<file path="config.mk">
export PLATFORM = sky130hd
export DESIGN_NAME = instr_fetch_unit
export DESIGN_NICKNAME = d
export VERILOG_FILES = /design/src/rtl/instr_fetch_unit.sv
export SDC_FILE = /design/constraint.sdc
export NUM_CORES = 1
export LEC_CHECK = 0
export ABC_AREA = 1
export CAP_MARGIN = 20
export CORE_UTILIZATION = 42
export DETAILED_ROUTE_END_ITERATION = 6
export GPL_TIMING_DRIVEN = 0
export PLACE_DENSITY = 0.76
export SLEW_MARGIN = 15
export SYNTH_ARGS = -nofsm -noshare
export SYNTH_HDL_FRONTEND = slang
export SYNTH_SLANG_ARGS = --single-unit
</file>
<file path="constraint.sdc">
create_clock -name clk -period 1.6 [get_ports clk]
set_input_delay 0.48 -clock clk [delete_from_list [all_inputs] [get_ports clk]]
set_output_delay 0.48 -clock clk [all_outputs]
set_load 0.01 [all_outputs]
</file>
<file path="src/rtl/instr_fetch_unit.sv">
// Fetch stage: walks a word-addressed instruction memory with synchronous reads and hands each
// word to execute as IR under a valid/ready handshake; honours jumps and stops for good on HALT.
module instr_fetch_unit #(
  parameter int         AW      = 8,
  parameter logic [4:0] HALT_OP = 5'd31
) (
  input  logic          clk,
  input  logic          sys_rst,
  input  logic          start,
  output logic          imem_en,
  output logic [AW-1:0] imem_addr,
  input  logic [31:0]   imem_rdata,
  output logic [31:0]   ir,
  output logic          ir_valid,
  input  logic          ir_ready,
  output logic [AW-1:0] pc,
  input  logic          redirect,
  input  logic [AW-1:0] redirect_pc,
  output logic          busy,
  output logic          halted
);

  typedef enum logic [2:0] {
    S_IDLE   = 3'd0,
    S_FETCH  = 3'd1,
    S_WAIT   = 3'd2,
    S_ISSUE  = 3'd3,
    S_HALTED = 3'd4
  } state_t;

  state_t        r_state;
  state_t        w_state_next;
  logic [AW-1:0] r_fetch_pc;
  logic [AW-1:0] r_pc;
  logic [31:0]   r_ir;
  logic          r_ir_valid;
  logic          r_halted;

  logic          w_active;
  logic          w_redirect_ok;
  logic          w_is_halt;
  logic          w_load;
  logic          w_accept;
  logic          w_halt_seen;

  assign w_active      = (r_state == S_FETCH) || (r_state == S_WAIT) || (r_state == S_ISSUE);
  assign w_redirect_ok = redirect && w_active;
  assign w_is_halt     = (imem_rdata[31:27] == HALT_OP);
  // A redirect during WAIT wins over the returning word, HALT included.
  assign w_load        = (r_state == S_WAIT) && !w_redirect_ok && !w_is_halt;
  assign w_halt_seen   = (r_state == S_WAIT) && !w_redirect_ok && w_is_halt;
  assign w_accept      = (r_state == S_ISSUE) && r_ir_valid && ir_ready;

  always_comb begin
    w_state_next = r_state;
    case (r_state)
      S_IDLE:   if (start) w_state_next = S_FETCH;
      S_FETCH:  w_state_next = S_WAIT;
      S_WAIT:   w_state_next = w_is_halt ? S_HALTED : S_ISSUE;
      S_ISSUE:  if (w_accept) w_state_next = S_FETCH;
      S_HALTED: w_state_next = S_HALTED;
      default:  w_state_next = S_IDLE;
    endcase
    if (w_redirect_ok) w_state_next = S_FETCH;
  end

  always_ff @(posedge clk) begin
    if (sys_rst) begin
      r_state    <= S_IDLE;
      r_fetch_pc <= '0;
      r_pc       <= '0;
      r_ir       <= '0;
      r_ir_valid <= 1'b0;
      r_halted   <= 1'b0;
    end else begin
      r_state <= w_state_next;
      if (w_redirect_ok) begin
        r_fetch_pc <= redirect_pc;
        r_ir_valid <= 1'b0;
      end else begin
        if (w_load) begin
          r_ir       <= imem_rdata;
          r_pc       <= r_fetch_pc;
          r_fetch_pc <= r_fetch_pc + {{(AW-1){1'b0}}, 1'b1};
          r_ir_valid <= 1'b1;
        end
        if (w_accept) r_ir_valid <= 1'b0;
        if (w_halt_seen) r_halted <= 1'b1;
      end
    end
  end

  assign imem_en   = (r_state == S_FETCH);
  assign imem_addr = r_fetch_pc;
  assign ir        = r_ir;
  assign ir_valid  = r_ir_valid;
  assign pc        = r_pc;
  assign busy      = w_active;
  assign halted    = r_halted;

endmodule

</file>
* Yosys cells after proc, flatten, opt, wreduce, memory -nomap -nowiden *
Cells that the tools add are included.

word-level totals
  register bits after elaboration = 53
  input bits = 45
  output and inout port bits = 52
  logic and storage cells = 43

operators by class
  $add $sub $neg = 1
  bitwise gates (word level) = 1
  equality and inequality tests = 9
  muxes and demuxes = 7
  reductions and logical operators = 18

operators with widths
  operator                                                          number
  8-bit two-way mux                                                 2
  3-bit case mux with 5 select lines                                1
  3-bit two-way mux                                                 3
  8-bit by 1-bit adder with 8-bit output (second input constant)    1
  2-bit AND reduction                                               4
  3-bit by 2-bit == test with 1-bit output (second input constant)  2
  1-bit logical AND                                                 6
  3-bit inequality test (second input constant)                     2
  5-bit == test (second input constant)                             1
  2-bit inequality test (second input constant)                     2
  3-bit by 1-bit == test with 1-bit output (second input constant)  1
  3-bit == test (second input constant)                             1
  3-bit zero test                                                   1
  3-bit OR reduction                                                1
  1-bit zero test                                                   2
  1-bit logical OR                                                  2
  2-bit nonzero test                                                1
  2-bit OR reduction                                                1
  1-bit two-way mux                                                 1
  1-bit inverter                                                    1

* Longest topological paths before layout *
  word-level depth = 9
  mapped depth = 9

* Least setup slack after synthesis *
No wires, ideal clock.

  path type = input-to-reg
  from = in sys_rst
  to = reg r_ir[0], in the netlist ir[0]
  path buffers = 2
  slack = 0.302 ns
  data arrival time = 1.182 ns
  cell stages on the path = 5
  library setup time = 0.116 ns
  data required time = 1.484 ns
  path through = clkbuf_1 > inv_1 > buf_1 > o21ai_0 > nor2_1

RTL lines
  element                 line  RTL
  start: declaration      8     input logic sys_rst,
  end signal: assignment  82    r_ir <= imem_rdata;
  end: declaration        35    logic [31:0] r_ir;

* Worst setup path in the final report *
  from = in imem_rdata[30]
  to = reg r_ir[6], in the netlist ir[6]

between the ends
  cells in the longest elaborated chain, start to end = 4

ends and longest elaborated chain
  element                               line  RTL
  start: declaration                    12    input logic [31:0] imem_rdata,
  5-bit == test                         48    assign w_is_halt = (imem_rdata[31:27] == HALT_OP);
  1-bit zero test                       50    assign w_load = (r_state == S_WAIT) && !w_redirect_ok && !w_is_halt;
  1-bit logical AND                     50
  2-bit AND reduction (no source line)  -

No other way between the ends.
A chain may end at the register's enable or synchronous reset.

==> summary.md <==
| Metric | Value |
|---|---|
| Outcome | `finished, final reports clean` |
| Yosys reg bits | `53` |
| Final core occ | `about two thirds` |
| Final Power | `between 4000 and 5000 µW` |
| Pre-antenna DRT Iters | `4` |
| Worst Max-Slew Pin Slew | `approximately 0.47 ns` |
| Final Cycle Share | `96.7%` |
| Top post-synthesis cells by area | `dfxtp_1 (47%), nor2_1 (17%), o21ai_0 (9.6%)` |
| Crit. End Element | `flop` |
| H-tree depth | `2` |
| Inserted Clock Buffers | `5` |
| Synth Warn # | `0` |
| Number of global-route vias before repair | `roughly 1,900` |
| Core Region | `just over 0.005 mm²` |
| DRC viols | `0` |
| Reg-to-Reg End | `ir[3]` |
| Cell Pwr Density | `between 1000 and 1500 mW/mm²` |
| Min-Delay Path Depth | `2` |
| Footprint of the multi-input gates | `about 0.0011 mm²` |
| # rows | `26` |
| Post-synthesis sequential area ratio | `a little under half` |
| IO Pins | `97` |
| CTS clock-pin slew for the worst setup and hold paths | `approximately 0.10 ns` |
| Proportion of layout cells with a drive suffix above 1 | `a little over an eighth` |
| Post-Syn Area | `approximately 0.0022 mm²` |
| Clock Tree Root | `clkbuf_8` |
| Crit path kind | `in -> reg` |
| ANT nets after route | `0` |
| DR iter-0 viols | `94` |
| HPWL after detailed placement | `~4.1 mm` |
| CP Launch Type | `primary input` |
| Mapped Nets | `around 350` |
| Clk Latency, worst-skew pair | `~0.31 ns` |
| Max FO, Critical Path | `10` |
| Drt total wl | `5.71 mm` |
| Initial antenna violation count | `0` |
| ANT cells | `0` |
| Hold path start | `halted` |
| GPL Wtd Cong | `0.828` |
| Setup violations, final | `0` |
| Initial core utilization | `roughly 44%` |
| Placed Instance Area | `about 0.0033 mm²` |
| GRT overflow | `0` |
| Sink Count | `53` |
| Die ar. | `about 0.0056 mm²` |
| VDD IR max | `0.000910 V` |
| TritonCTS clock tree | `yes` |
| Pin count of the biggest net entering global routing | `18` |
| Die span in x | `~75 µm` |
| Worst R2R Path Depth | `5` |
| P_leak | `approximately 0.0016 µW` |
| Slew Limit Fails | `0` |
| Critical path arrival | `~1.8 ns` |
| Clk buf depth | `2` |
| RSZ-0062 raised after global routing | `yes` |
| Finished Cell Area | `between 0.003 and 0.004 mm²` |
| Final-layout fill cell count | `470` |
| Gr usage total | `between 20% and 30%` |
| DR vias | `~2,300` |
| Final worst path period need | `between 1.5 and 2 ns` |
| Hold Buf Count CTS | `0` |
| Reg area | `about 0.0011 mm²` |
| Hold Path End | `halted` |
| R2R setup slack | `0.21 ns` |
| Synth cell types | `26` |
| Mean area per synthesized cell | `~7.3 µm²` |
| Maxcap violations | `0` |
| Area growth syn-to-layout | `52.3%` |
| Fmax | `around 650 MHz` |
| Nets | `460` |
| Global-route wire length before repair | `just under 9 mm` |
| Worst hold path class | `reg -> reg` |
| Post-synth top area share | `between 40% and 50%` |
| Most frequent cells in the layout | `nor2_1 (92), dlygate4sd2_1 (50), nand2_1 (43), dfxtp_1 (43), clkdlybuf4s50_1 (42)` |
| Commonest non-fill, non-tap cell in the layout | `nor2_1` |
| Rel. slew slack | `68.8%` |
| Vert. Die Dim | `about 75 µm` |
| Clk_skew | `between 0.006 and 0.007 ns` |
| R2r startpoint | `r_state[0]` |
| Top cell type by total area after synthesis | `dfxtp_1` |
| # port buffers | `between 90 and 100` |
| Final Hold Vio Count | `0` |
| Avg Vias per Cell | `~4.7` |
| CP required | `between 1.5 and 2 ns` |
| Syn Inst Count | `308` |
| Routed length per placed instance | `approximately 12 µm` |
-- flip-flops by register name, summed over array words and instances, names as in the netlist --
register	cells
ir_valid	1
ir	32
halted	1
r_state	3
imem_addr	8
pc	8
-- per-layer routing --
metal / vias up / share of wire, % / track usage, % / wire (µm)
li1: 1197 / - / - / -
met1: 986 / 43 / 24.9 / 2480
met2: 74 / 47 / 35.0 / 2680
met3: 6 / 8.7 / 5.09 / 497
met4: 0 / 1.0 / 5.66 / 58
met5: - / 0 / 0 / 0
-- cell type report --
class	instances	share of cell area [%]
inverter	15	1.80
clock buffer	5	2.02
timing repair buffer	99	26.8
buffer	15	3.12
tap	70	2.57
sequential	53	31.9
multi-input combinational	225	31.1
clock inverter	3	0.624
-- how the worst max path moves through the flow --
stage | to | depth (start not counted) | startpoint
6_report | ir[6] | 9 | imem_rdata[30]
5_1_grt | ir[15] | 8 | imem_rdata[30]
4_1_cts | ir[3] | 8 | imem_rdata[29]
3_5_place_dp | imem_addr[1] | 8 | imem_rdata[29]
3_3_place_gp | imem_addr[1] | 8 | imem_rdata[28]
2_1_floorplan | ir[0] | 5 | sys_rst
-- repair_timing --
item / 4_1_cts / 5_1_grt
endpoints found under the setup margin: 97 / 46
resized for setup: 80 / 20
cloned: 0 / 0
hold endpoints to repair: 0 / 0
setup buffers: 1 / 3
pin swaps: 2 / 2
-- through the flow --
| step | TNS [ns] | instances | setup WS, ns | hold slack, ns |
|---|---|---|---|---|
| after floorplan | 0 | 308 | 0.302 | 0.476 |
| after global placement | -16.25 | 473 | -0.390 | 0.441 |
| after detailed placement | -17.58 | 473 | -0.441 | 0.446 |
| after CTS | 0 | 482 | 0.00204 | 0.459 |
| after global routing | -0.977 | 485 | -0.0437 | 0.477 |
| final | 0 | 485 | 0.0525 | 0.453 |
-- cell usage after synthesis --
cell	number
clkbuf_2	4
buf_6	4
nand2_2	2
dfxtp_1	53
nand3b_1	1
buf_1	1
buf_4	1
inv_4	1
ha_1	1
nand3_1	16
nand3_4	2
buf_2	1
nand4_1	2
and3_1	1
o21ai_0	43
a21oi_1	5
nor3_4	2
or2_2	1
inv_1	12
o31ai_1	1
xor2_1	1
nand2_1	45
o21bai_1	2
inv_2	2
nor2_1	100
clkbuf_1	4
-- kinds of logic (layout without fill, tap and decap cells) --
logic type / count (synthesis) / after routing / synth area share [%]
fa+ha+maj: 1 / 1 / 0.559
xor+xnor: 1 / 1 / 0.392
simple gates: 172 / 172 / 32.9
compound gates: 51 / 51 / 11.7
buf+inv: 30 / 137 / 6.93
flops: 53 / 53 / 47.4
-- power breakdown --
group	switching, µW	internal, µW
combinational	975	874
clock	455	311
sequential	209	1650
-- worst max-delay path: stages --
cell	delay (ns)
clkdlybuf4s50_1	0.48
inv_1	0.05
nor2_2	0.11
nand2_2	0.12
nand3_4	0.14
inv_4	0.08
buf_6	0.14
nor2_1	0.10
nor2_1	0.06
(Power assumes the default switching activity.)
